$ cat src/rtl/sdm_chan_ctrl.sv
// ----------------------------------------------------------------------------
// sdm_chan_ctrl
//
// Retune controller for a fractional-N synthesiser channel. It holds the
// current 22-bit divide word {div_n_o, sdm_in_o}. When it accepts a request,
// it ramps that word toward the requested target in steps of req_step LSBs.
// Once the target is reached, it waits SETTLE_CYC cycles and then pulses done.
// A request whose integer word is outside N_MIN..N_MAX is rejected with a
// one-cycle err pulse, and the current word is left unchanged.
//
// Handshake: req_valid/req_ready are strict valid/ready. A request transfers
// on the rising edge where both are 1. req_ready is 1 only in IDLE, so while
// a retune runs, req_valid and the request fields are not looked at.
//
// Ports
//   clk             clock, all state on rising edge
//   rst             synchronous active-high reset
//   req_valid       request present
//   req_ready       controller idle and able to accept
//   req_n[5:0]      target integer divide word
//   req_frac[15:0]  target fractional word
//   req_step[15:0]  ramp increment per cycle (0 = jump straight to target)
//   div_n_o[5:0]    integer word to divider/SDM adder
//   sdm_in_o[15:0]  fractional word to the SDM
//   sdm_nc_enable_o noise-cancel enable (off while retuning)
//   busy            retune in progress
//   done            one-cycle pulse at retune completion
//   err             one-cycle pulse when a request is rejected
//   o_dbg_state     current FSM state encoding, for observation
//
// All outputs come straight from registers. There is no input-to-output path.
// ----------------------------------------------------------------------------
module sdm_chan_ctrl #(
    parameter int SETTLE_CYC = 64,
    parameter int N_MIN      = 8,
    parameter int N_MAX      = 55,
    parameter int RST_N      = 30
) (
    input  logic        clk,
    input  logic        rst,
    input  logic        req_valid,
    output logic        req_ready,
    input  logic [5:0]  req_n,
    input  logic [15:0] req_frac,
    input  logic [15:0] req_step,
    output logic [5:0]  div_n_o,
    output logic [15:0] sdm_in_o,
    output logic        sdm_nc_enable_o,
    output logic        busy,
    output logic        done,
    output logic        err,
    output logic [1:0]  o_dbg_state
);

    typedef enum logic [1:0] {
        S_IDLE   = 2'd0,
        S_RAMP   = 2'd1,
        S_SETTLE = 2'd2,
        S_DONE   = 2'd3
    } state_t;

    localparam logic [21:0] RST_WORD    = {6'(RST_N), 16'h0000};
    localparam logic [9:0]  SETTLE_LAST = 10'(SETTLE_CYC - 1);

    state_t      r_state;
    logic [21:0] r_cur;
    logic [21:0] r_tgt;
    logic [15:0] r_step;
    logic [9:0]  r_cnt;
    logic        r_err;
    logic        r_nc_en;

    state_t      w_state_nxt;
    logic [21:0] w_cur_nxt;
    logic [21:0] w_tgt_nxt;
    logic [15:0] w_step_nxt;
    logic [9:0]  w_cnt_nxt;
    logic        w_err_nxt;
    logic        w_nc_nxt;

    logic        w_accept;
    logic        w_n_ok;
    logic [22:0] w_sum;
    logic [22:0] w_diff;

    assign w_accept = req_valid && (r_state == S_IDLE);
    assign w_n_ok   = (req_n >= 6'(N_MIN)) && (req_n <= 6'(N_MAX));

    // The ramp arithmetic is one bit wider than the word. On the way up,
    // the carry means the sum is past any 22-bit target. On the way down,
    // bit 22 set means the subtraction borrowed (underflowed).
    assign w_sum  = {1'b0, r_cur} + {7'd0, r_step};
    assign w_diff = {1'b0, r_cur} - {7'd0, r_step};

    always_comb begin
        w_state_nxt = r_state;
        w_cur_nxt   = r_cur;
        w_tgt_nxt   = r_tgt;
        w_step_nxt  = r_step;
        w_cnt_nxt   = r_cnt;
        w_err_nxt   = 1'b0;
        w_nc_nxt    = r_nc_en;

        case (r_state)
            S_IDLE: begin
                if (w_accept) begin
                    if (w_n_ok) begin
                        w_tgt_nxt   = {req_n, req_frac};
                        w_step_nxt  = req_step;
                        w_nc_nxt    = 1'b0;
                        w_state_nxt = S_RAMP;
                    end else begin
                        w_err_nxt = 1'b1;
                    end
                end
            end
            S_RAMP: begin
                if ((r_step == 16'd0) || (r_cur == r_tgt)) begin
                    w_cur_nxt   = r_tgt;
                    w_cnt_nxt   = 10'd0;
                    w_state_nxt = S_SETTLE;
                end else if (r_cur < r_tgt) begin
                    // Clamp at the target so the word never overshoots.
                    if (w_sum >= {1'b0, r_tgt}) begin
                        w_cur_nxt   = r_tgt;
                        w_cnt_nxt   = 10'd0;
                        w_state_nxt = S_SETTLE;
                    end else begin
                        w_cur_nxt = w_sum[21:0];
                    end
                end else begin
                    if (w_diff[22] || (w_diff[21:0] <= r_tgt)) begin
                        w_cur_nxt   = r_tgt;
                        w_cnt_nxt   = 10'd0;
                        w_state_nxt = S_SETTLE;
                    end else begin
                        w_cur_nxt = w_diff[21:0];
                    end
                end
            end
            S_SETTLE: begin
                if (r_cnt == SETTLE_LAST) begin
                    w_state_nxt = S_DONE;
                end else begin
                    w_cnt_nxt = r_cnt + 10'd1;
                end
            end
            S_DONE: begin
                // Noise cancel comes back on only after a completed retune.
                w_nc_nxt    = 1'b1;
                w_state_nxt = S_IDLE;
            end
            default: begin
                w_state_nxt = S_IDLE;
            end
        endcase
    end

    always_ff @(posedge clk) begin
        if (rst) begin
            r_state <= S_IDLE;
            r_cur   <= RST_WORD;
            r_tgt   <= RST_WORD;
            r_step  <= 16'd0;
            r_cnt   <= 10'd0;
            r_err   <= 1'b0;
            r_nc_en <= 1'b0;
        end else begin
            r_state <= w_state_nxt;
            r_cur   <= w_cur_nxt;
            r_tgt   <= w_tgt_nxt;
            r_step  <= w_step_nxt;
            r_cnt   <= w_cnt_nxt;
            r_err   <= w_err_nxt;
            r_nc_en <= w_nc_nxt;
        end
    end

    assign req_ready       = (r_state == S_IDLE);
    assign busy            = (r_state != S_IDLE);
    assign done            = (r_state == S_DONE);
    assign err             = r_err;
    assign sdm_nc_enable_o = r_nc_en;
    assign div_n_o         = r_cur[21:16];
    assign sdm_in_o        = r_cur[15:0];
    assign o_dbg_state     = r_state;

endmodule

$ cat config.mk
export PLATFORM = sky130hd
export DESIGN_NAME = sdm_chan_ctrl
export DESIGN_NICKNAME = d
export VERILOG_FILES = /design/src/rtl/sdm_chan_ctrl.sv
export SDC_FILE = /design/constraint.sdc
export NUM_CORES = 1
export LEC_CHECK = 0
export ABC_AREA = 1
export CAP_MARGIN = 20
export CORE_MARGIN = 2
export CORE_UTILIZATION = 40
export CTS_BUF_LIST = sky130_fd_sc_hd__clkbuf_2
export CTS_CLUSTER_DIAMETER = 50
export DETAILED_ROUTE_END_ITERATION = 16
export GPL_TIMING_DRIVEN = 0
export PLACE_DENSITY_LB_ADDON = 0.05
export REMOVE_ABC_BUFFERS = 1
export SYNTH_ARGS = -nofsm -noshare
export SYNTH_HDL_FRONTEND = slang
export SYNTH_SLANG_ARGS = --single-unit
export TNS_END_PERCENT = 1
$ cat constraint.sdc
create_clock -name clk -period 5.1 [get_ports clk]
set_clock_uncertainty 0.05 [all_clocks]
set_input_delay 0.765 -clock clk [delete_from_list [all_inputs] [get_ports clk]]
set_output_delay 0.765 -clock clk [all_outputs]
set_load 0.05 [all_outputs]
==> results of run 1 <==
==> state kept, by name (all words and copies together), names as in the netlist <==
register,cells
err,1
o_dbg_state,2
r_cnt,10
r_cur,22
r_step,16
r_tgt,22
sdm_nc_enable_o,1
==> worst min path at each step <==
stage / endpoint / slack (ps) / depth (start not counted)
2_1_floorplan: r_cnt[9]$_SDFFE_PP0P_ / 410 / 2
3_3_place_gp: sdm_nc_enable_o$_SDFFE_PP0P_ / 410 / 2
3_5_place_dp: sdm_nc_enable_o$_SDFFE_PP0P_ / 410 / 2
4_1_cts: sdm_nc_enable_o$_SDFFE_PP0P_ / 440 / 2
5_1_grt: sdm_nc_enable_o$_SDFFE_PP0P_ / 460 / 2
6_report: sdm_nc_enable_o$_SDFFE_PP0P_ / 440 / 2
==> layout make-up <==
cell class	instances	area, µm²
fillers	2078	10080
clock inverters	6	88.84
repair buffers	75	785.8
diodes	1	2.502
well taps	260	325.3
inverters	175	656.9
multi-input cells	943	5421
flip-flops and latches	74	1481
clock buffers	10	50.05
==> layer usage <==
layer  vias up  part of all wire [%]
met4         0                   1.4
met3        30                   4.5
met1      3638                    50
met5         -                     0
met2       190                    45
li1       4156                     -
==> synth_stat cells (2+ instances only) <==
cell        n  area share [%]
ha_1      103              17
buf_4       3            0.29
inv_1     157             7.6
nand3b_1    4            0.39
nand4_1    27             2.2
buf_6       8             1.2
a21oi_1   149             9.6
nand3_1    97             6.3
nor2_1    117             5.7
nor3b_1     2            0.19
clkbuf_1   20            0.97
a21oi_2     4            0.45
a21o_1      3            0.29
inv_2      17            0.82
o21ai_2     2            0.23
nor4_1      8            0.64
nor2_2      4            0.32
fa_1        2            0.52
o211ai_1    6            0.58
dfxtp_1    74              19
o21bai_1    6            0.58
nand2_2     5            0.40
xor2_1     34             3.8
nand2_1   256              12
nand3_2     4            0.52
xnor2_1     3            0.34
buf_2      13            0.84
o21ai_1     3            0.19
o21ai_0    81             5.2
nor3_1     11            0.71
==> timing repair <==
action | CTS | global route
setup endpoints to repair | 22 | 34
cloned | 0 | 1
pin swaps | 0 | 1
resized for setup | 1 | 7
buffers inserted | 0 | 1
==> logic make-up (layout without fill, tap and decap cells) <==
logic type	after synthesis	count (layout)	share of synthesized area, %
compound gates	258	258	17.50
xor+xnor	37	37	4.173
fa+ha+maj	105	105	17.11
buf+inv	220	266	11.76
flops	74	74	19.08
other cells	0	1	0
simple gates	542	543	30.39
==> worst min-delay path: cells and delay by family (launching register included) <==
kind            cells  cell delay [ps]
compound gates      1               60
flops               1              360
simple gates        1               60
==> per-stage QoR <==
stage / area [µm²] / util, % / hold WS (ps) / setup slack [ps] / std cells
floorplan: 7510 / - / 410.6 / 687.0 / 1191
global placement: 8526 / 45.13 / 406.2 / -760.3 / 1520
detailed placement: 8606 / 45.55 / 412.4 / -370.5 / 1524
CTS: 8750 / 46.31 / 441.3 / 34.81 / 1540
global route: 8812 / 46.64 / 455.5 / 25.52 / 1544
finish: 8812 / 46.64 / 437.8 / 376.0 / 1544
==> key figures, run 1 <==
Status
  • Status: finished clean

GRT
  • Top Usage Layer GRT: met2
  • Pin count of the biggest net entering global routing: 49
  • GRT overflow: 0
  • Vias in the first global route: 7,495
  • Tot GR Track Use: 26.27%
  • GR Layer Usage met1: 36.70%
  • Met3 Usage GRT: 3.266%
  • Initial antenna violation count: 1
  • M2 GR Usage: 43.14%
  • First-pass GRT wire length: 41,390 µm

Detailed routing
  • DRC violations left: 0
  • Starting DRT DRC Count: 458
  • Via count: 8,014
  • DRT antenna net count: 0
  • Avg WL per Cell: 17.19 µm
  • WL final: 26,540 µm
  • Vias per cell: 5.190
  • TritonRoute pass-1 iters: 5

Setup path
  • WP depth: 26
  • Reg-to-reg endpoint: r_cur[7]$_SDFFE_PP0P_
  • Top cell by count, worst path: nand2_1
  • Critical path required time: 5610 ps
  • Slowest cell on crit path: dfxtp_1
  • Worst Setup Start Kind: register
  • Reg-to-reg slack, setup: 380 ps
  • Worst setup path endpoint: r_cur[7]$_SDFFE_PP0P_
  • Crit path kind: reg -> reg
  • R2R depth: 26
  • Reg2reg start: r_step[0]$_SDFFE_PP0P_
  • Worst Path Max Fanout: 24
  • Crit. End Element: register
  • Critical path's largest stage delay: 490 ps
  • Worst Setup SP: r_step[0]$_SDFFE_PP0P_
  • Data arrival time of the worst path: 5240 ps
  • WP buf/inv: 4
  • Largest delay share family, worst path: simple AND/OR/NAND/NOR gates

Final layout
  • Most frequent cells in the layout: 256 x nand2_1, 156 x inv_1, 149 x a21oi_1, 115 x nor2_1, 103 x ha_1
  • Share of layout cells above drive strength 1: 5.222%
  • Most common cell after layout, fill and taps aside: nand2_1
  • P&R area growth vs syn: 13.47%
  • Layout net count: 1,424

Yosys
  • EDFF count, synth: 0
  • Ys Warns: 0
  • Asr flop ratio synth: 0%
  • Mapped Avg Cell Area: 6.283 µm²
  • Register area share after synthesis: 19.08%
  • Cells after synthesis: 1,236
  • #FFs+latches synth: 74
  • Top FF cell, synth: dfxtp_1
  • Post-Syn Area: 7766 µm²
  • Yosys cell types: 43

Hold path
  • HP Class: reg -> reg
  • Hold_sp: sdm_nc_enable_o$_SDFFE_PP0P_

Place
  • GPL Wtd Cong: 0.9359
  • IO Port Bufs: 69
  • DP Wirelength: 20,130 µm

Timing
  • Final Cycle Share: 92.63%
  • Worst-Margin Slew: 891.2 ps
  • Final hold viol count: 0
  • RSZ-0062 raised after global routing: false
  • Fin. max-slew vios: 0
  • Maximum clock frequency: 211.7 MHz
  • Worst rel slew slack: 40.59%
  • Fin Setup TNS: 0 ps
  • Min Tclk post-route: 4724 ps
  • Final setup fails: 0

CTS
  • CTS buffer count: 9
  • Worst-skew pair later-pin latency: 660 ps
  • Clock-pin slew on the worst setup and hold paths: 260 ps
  • CTS tree: built
  • Cts hold-fix bufs: 0
  • Clk sinks: 74
  • Clk buf depth: 2
  • Root buffer cell: clkbuf_2
  • Max H-tree Level: 3

Floorplan
  • Die width: 143.3 µm
  • Initial Utilization: 41.11%
  • I/O Pins: 70
  • # rows: 50
  • Die H: 143.3 µm
  • CORE AREA: 18,890 µm²
  • Die footprint: 20,550 µm²

Run
  • # Max-Cap Violations: 0
Power of run 1 is not shown: default switching activity piles up to over one toggle a cycle in this logic, so the estimate is an artifact.
==> run 2: changes to the inputs <==
--- a/config.mk
+++ b/config.mk
@@ -13,7 +13,6 @@
 export CTS_CLUSTER_DIAMETER = 50
 export DETAILED_ROUTE_END_ITERATION = 16
 export GPL_TIMING_DRIVEN = 0
-export PLACE_DENSITY_LB_ADDON = 0.05
 export REMOVE_ABC_BUFFERS = 1
 export SYNTH_ARGS = -nofsm -noshare
 export SYNTH_HDL_FRONTEND = slang
==> run 2 against run 1 <==
Net effect:
- global-route usage is 0.89 points lower
- cell count up 0.26%
- die area unchanged
- flip-flop and latch count did not move
- clock-buffer cell count is the same
- fmax is 1.6% higher
- critical path depth fell by 2
==> key figures, run 2 (synthesis results as in run 1) <==
Timing
  • Worst-Margin Slew: 1149 ps
  • Min Tclk post-route: 4652 ps
  • Hold Worst Slack: 446.8 ps
  • RSZ-0062 raised after global routing: false
  • Worst Slack Setup Final: 448.3 ps
  • Final hold viol count: 0
  • Maximum clock frequency: 215.0 MHz
  • Worst rel slew slack: 23.23%
  • Final setup fails: 0
  • Fin. max-slew vios: 0
  • Final Cycle Share: 91.21%

Final layout
  • P&R area growth vs syn: 13.18%
  • Most common cell after layout, fill and taps aside: nand2_1
  • Most frequent cells in the layout: 256 x nand2_1, 156 x inv_1, 149 x a21oi_1, 115 x nor2_1, 103 x ha_1
  • Design area: 8790 µm²
  • Layout net count: 1,427
  • Share of layout cells above drive strength 1: 5.521%
  • Regs by FF count: r_cur: 22 flops, r_tgt: 22 flops, r_step: 16 flops
  • Final design utilization: 46.52%

GRT
  • Initial antenna violation count: 2
  • GRT overflow: 0
  • Pin count of the biggest net entering global routing: 49
  • Tot GR Track Use: 25.38%
  • First-pass GRT wire length: 40,380 µm
  • Vias in the first global route: 7,520

Setup path
  • Data arrival time of the worst path: 5100 ps
  • Worst Setup Start Kind: register
  • Critical path required time: 5550 ps
  • Worst Path Max Fanout: 12
  • Crit path kind: reg -> reg
  • Crit. End Element: register

CTS
  • CTS buffer count: 9
  • Clock-pin slew on the worst setup and hold paths: 230 ps
  • Cts hold-fix bufs: 0
  • Clk sinks: 74
  • Worst-skew pair later-pin latency: 610 ps
  • CTS tree: built
  • Clk buf depth: 2
  • Max H-tree Level: 3
  • Root buffer cell: clkbuf_2

Detailed routing
  • TritonRoute pass-1 iters: 5
  • WL final: 25,800 µm
  • Vias per cell: 5.251
  • Starting DRT DRC Count: 519
  • Avg WL per Cell: 16.66 µm
  • DRT antenna net count: 0
  • Via count: 8,128
  • DRC violations left: 0

Floorplan
  • Die width: 143.3 µm
  • Die H: 143.3 µm
  • Initial Utilization: 41.11%
  • Die footprint: 20,550 µm²
  • # rows: 50
  • I/O Pins: 70
  • CORE AREA: 18,890 µm²

Place
  • DP Wirelength: 19,720 µm
  • GPL Wtd Cong: 0.9661
  • Area after DPL: 8606 µm²
  • Worst slack, placed: -374.0 ps
  • IO Port Bufs: 69

Status
  • Status: finished clean

Hold path
  • HP Class: reg -> reg

Run
  • # Max-Cap Violations: 0
-- run 2: changes by cell type in the layout (fill, tap and decap cells not counted), sizes merged --
cell,before,now
diode,1,2
buf,7,10
inv,176,174
bufinv,2,0
clkinvlp,1,4
clkinv,2,3
-- run 2: path summary, 6_finish.rpt --
path         slack (ps)                      endpoint  cells after the start                    startpoint
max                 450         r_cnt[1]$_SDFFE_PP0P_                     24        r_step[2]$_SDFFE_PP0P_
min                 450  sdm_nc_enable_o$_SDFFE_PP0P_                      2  sdm_nc_enable_o$_SDFFE_PP0P_
max reg2reg         450         r_cnt[1]$_SDFFE_PP0P_                     24        r_step[2]$_SDFFE_PP0P_
min reg2reg         450  sdm_nc_enable_o$_SDFFE_PP0P_                      2  sdm_nc_enable_o$_SDFFE_PP0P_
-- run 2: timing repair --
action	CTS	global route
gates cloned	0	1
endpoints found under the hold margin	0	0
setup endpoints to repair	22	34
resized for setup	1	6
pin swaps	0	1
setup buffers	0	5
-- run 2: critical path: stages, from the launching register on --
cell,delay [ps]
dfxtp_1,430
inv_1,80
ha_1,460
a21oi_1,150
nand2_1,180
nand2_1,70
nand2_1,90
inv_1,60
o21ai_0,420
a21oi_1,220
xor2_1,220
ha_1,330
nand4_1,240
inv_1,110
nand2_1,50
nand3_1,150
nand2_1,70
nand3_1,130
nand2_1,110
nor2_4,180
nand3_2,260
nand3_2,290
nand2_1,80
nand2_1,60
nor2_1,40
-- run 2: final cells by class --
class	instances	area, µm²
antenna	2	5.005
clock buffer	10	50.05
inverter	175	656.9
sequential	74	1481
timing repair buffer	78	800.8
fill	2062	10100
multi-input combinational	943	5426
tap	260	325.3
clock inverter	6	43.79
-- run 2: routing by layer --
| metal | part of all wire (%) | wire [µm] | GRT usage, % | vias up |
|---|---|---|---|---|
| met3 | 4.6 | 1179 | 2.799 | 33 |
| met5 | 0 | 0 | 0 | - |
| met2 | 45 | 11590 | 41.22 | 227 |
| met4 | 2.3 | 582 | 7.430 | 0 |
| met1 | 48 | 12450 | 35.52 | 3702 |
| li1 | - | - | - | 4166 |
-- run 2: through the flow --
stage | setup TNS, ps | cells
4_1_cts | 0 | 1540
3_5_place_dp | -6949 | 1524
2_1_floorplan | 0 | 1191
5_1_grt | 0 | 1548
3_3_place_gp | -14250 | 1520
6_report | 0 | 1548
Power of run 2 is left out for the same reason.
==> run 3: changes to the inputs <==
--- a/config.mk
+++ b/config.mk
@@ -5,13 +5,13 @@
 export SDC_FILE = /design/constraint.sdc
 export NUM_CORES = 1
 export LEC_CHECK = 0
-export ABC_AREA = 1
 export CAP_MARGIN = 20
 export CORE_MARGIN = 2
 export CORE_UTILIZATION = 40
 export CTS_BUF_LIST = sky130_fd_sc_hd__clkbuf_2
 export CTS_CLUSTER_DIAMETER = 50
 export DETAILED_ROUTE_END_ITERATION = 16
+export DONT_BUFFER_PORTS = 1
 export GPL_TIMING_DRIVEN = 0
 export REMOVE_ABC_BUFFERS = 1
 export SYNTH_ARGS = -nofsm -noshare
==> constraint.sdc (replaced) <==
create_clock -name clk -period 5.1 [get_ports clk]
set_clock_uncertainty 0.05 [all_clocks]
set_input_delay 1.02 -clock clk [delete_from_list [all_inputs] [get_ports clk]]
set_output_delay 1.02 -clock clk [all_outputs]
set_load 0.05 [all_outputs]
==> run 3 against run 2 <==
Net effect:
- register-to-register slack lost 370 ps
- synthesized area shrank 14%
- utilization grew 0.28 points
- via count shrank 21%
- critical path depth grew 1
- non-clock buffer count shrank 45
- fmax shrank 7.4%
- worst setup slack lost 370 ps
- die area shrank 13%
- highest routed layer unchanged
==> key figures, run 3 <==
Status
  • Status: finished clean

Timing
  • Final setup fails: 0
  • Final hold viol count: 0
  • Worst Slack Setup Final: 77.42 ps
  • Maximum clock frequency: 199.1 MHz
  • Worst-Margin Slew: 996.3 ps
  • RSZ-0062 raised after global routing: true
  • Fin. max-slew vios: 0
  • Worst rel slew slack: 33.51%
  • Min Tclk post-route: 5023 ps
  • Hold Worst Slack: 386.3 ps
  • Final Cycle Share: 98.48%

Place
  • DP Wirelength: 14,570 µm
  • Dpl cells: 1,049
  • Worst slack, placed: -1900 ps
  • IO Port Bufs: 0
  • GPL Wtd Cong: 0.9054

Yosys
  • Asr flop ratio synth: 0%
  • Count leader, synth: nand2_1
  • Synth area leader: dfxtp_1
  • Yosys cell types: 70
  • Register area share after synthesis: 22.10%
  • Post-Syn Area: 6703 µm²
  • Ys Warns: 0
  • Synth top area share: 22.10%
  • Mapped Avg Cell Area: 7.740 µm²
  • Top cells by count, synth: 116 x nand2_1, 103 x ha_1, 88 x a21oi_1
  • Ranking of synthesized cells by area: dfxtp_1 22%, ha_1 19%, a21oi_1 6.6%
  • Top FF cell, synth: dfxtp_1
  • #FFs+latches synth: 74
  • EDFF count, synth: 0
  • Cells after synthesis: 866

Floorplan
  • Die H: 133.4 µm
  • CORE AREA: 16,470 µm²
  • Die width: 133.4 µm
  • I/O Pins: 70
  • Die footprint: 17,810 µm²
  • # rows: 47
  • Initial Utilization: 40.71%

Hold path
  • HP Class: in -> reg

CTS
  • Cts hold-fix bufs: 0
  • Clk buf depth: 2
  • Root buffer cell: clkbuf_2
  • Clock-pin slew on the worst setup and hold paths: 250 ps
  • Worst-skew pair later-pin latency: 630 ps
  • Max H-tree Level: 3
  • CTS tree: built
  • CTS buffer count: 9
  • Clk sinks: 74

GRT
  • Vias in the first global route: 5,916
  • Initial antenna violation count: 1
  • GRT overflow: 0
  • Pin count of the biggest net entering global routing: 61
  • First-pass GRT wire length: 31,910 µm
  • Tot GR Track Use: 22.65%

Final layout
  • Most common cell after layout, fill and taps aside: nand2_1
  • Regs by FF count: r_cur: 22 flops, r_tgt: 22 flops, r_step: 16 flops
  • Layout net count: 1,014
  • P&R area growth vs syn: 14.97%
  • Post-route insts no fill: 1,094
  • Most frequent cells in the layout: 115 x nand2_1, 95 x ha_1, 82 x a21oi_1, 68 x inv_1, 53 x dfxtp_1
  • Share of layout cells above drive strength 1: 16.27%

Setup path
  • Worst Setup Start Kind: register
  • Critical path required time: 5620 ps
  • Data arrival time of the worst path: 5540 ps
  • Crit. End Element: register
  • Worst Path Max Fanout: 4
  • Crit path kind: reg -> reg

Detailed routing
  • Avg WL per Cell: 18.64 µm
  • WL final: 20,400 µm
  • Starting DRT DRC Count: 437
  • DRC violations left: 0
  • Via count: 6,456
  • TritonRoute pass-1 iters: 7
  • DRT antenna net count: 0
  • Vias per cell: 5.901

Run
  • # Max-Cap Violations: 0
## run 3: cell families after synthesis
family                   after synthesis  share of synthesized area [%]
buffers and inverters                115                          7.019
flip-flops                            74                          22.10
AND/OR/NAND/NOR                      283                          20.52
AO/OA/AOI/OAI                        250                          25.41
XOR/XNOR                              37                          4.835
adder cells (fa/ha/maj)              105                          19.82
multiplexers                           2                         0.2987
## run 3: per-layer routing
metal / global-route usage (%) / vias to the layer above / wire length, µm
li1: - / 3152 / -
met1: 31.11 / 3058 / 9352
met2: 35.71 / 207 / 9293
met3: 4.604 / 39 / 1228
met4: 7.151 / 0 / 521
met5: 0 / - / 0
## run 3: what timing repair did
item / CTS / global route
gates cloned: 2 / 2
pin swaps: 12 / 43
buffers inserted: 13 / 11
resized for setup: 35 / 76
endpoints found under the setup margin: 34 / 34
## run 3: layout make-up
class                   count  area (µm²)
clock buffers               9       45.04
multi-input cells         679        5109
diodes                      1       2.502
fillers                  1673        8760
flip-flops and latches     74        1533
inverters                  71       266.5
well taps                 220       275.3
clock inverters             7       102.6
repair buffers             33       372.9
## run 3: per-stage QoR
stage               area [µm²]  setup TNS (ps)  util [%]
finish                    7706               0     46.80
global route              7706          -669.5     46.80
CTS                       7261          -649.9     44.10
detailed placement        6898          -53710     41.89
global placement          6774         -100460     41.14
floorplan                 6499           -7551         -
## run 3: path summary, 6_finish.rpt
check,from,endpoint,slack (ps),cells past startpoint
worst min-delay path,rst,r_cnt[1]$_SDFFE_PP0P_,390,1
worst max register to register,r_cur[0]$_SDFFE_PP0P_,o_dbg_state[1]$_SDFFE_PP0P_,80,25
worst max-delay path,r_cur[0]$_SDFFE_PP0P_,o_dbg_state[1]$_SDFFE_PP0P_,80,25
worst min register to register,r_tgt[6]$_SDFFE_PP0P_,r_cur[6]$_SDFFE_PP0P_,400,2
## run 3: critical path, cell delays in order (launching register included)
cell and delay, ps:
dfxtp_4 510, ha_4 170, inv_2 40, fa_2 420, o21bai_4 150, a221oi_2 90
o21bai_2 220, a21oi_4 110, o211ai_1 270, buf_4 160, buf_4 90, buf_4 90
buf_6 90, nor2_4 30, xor2_2 150, ha_1 350, nand4_1 150, nor2_2 70
a2111oi_4 370, a21oi_2 160, buf_4 160, buf_4 120, nor4_2 550, a211oi_1 170
mux2i_1 200, nor2_1 50
Power of run 3 is left out for the same reason.
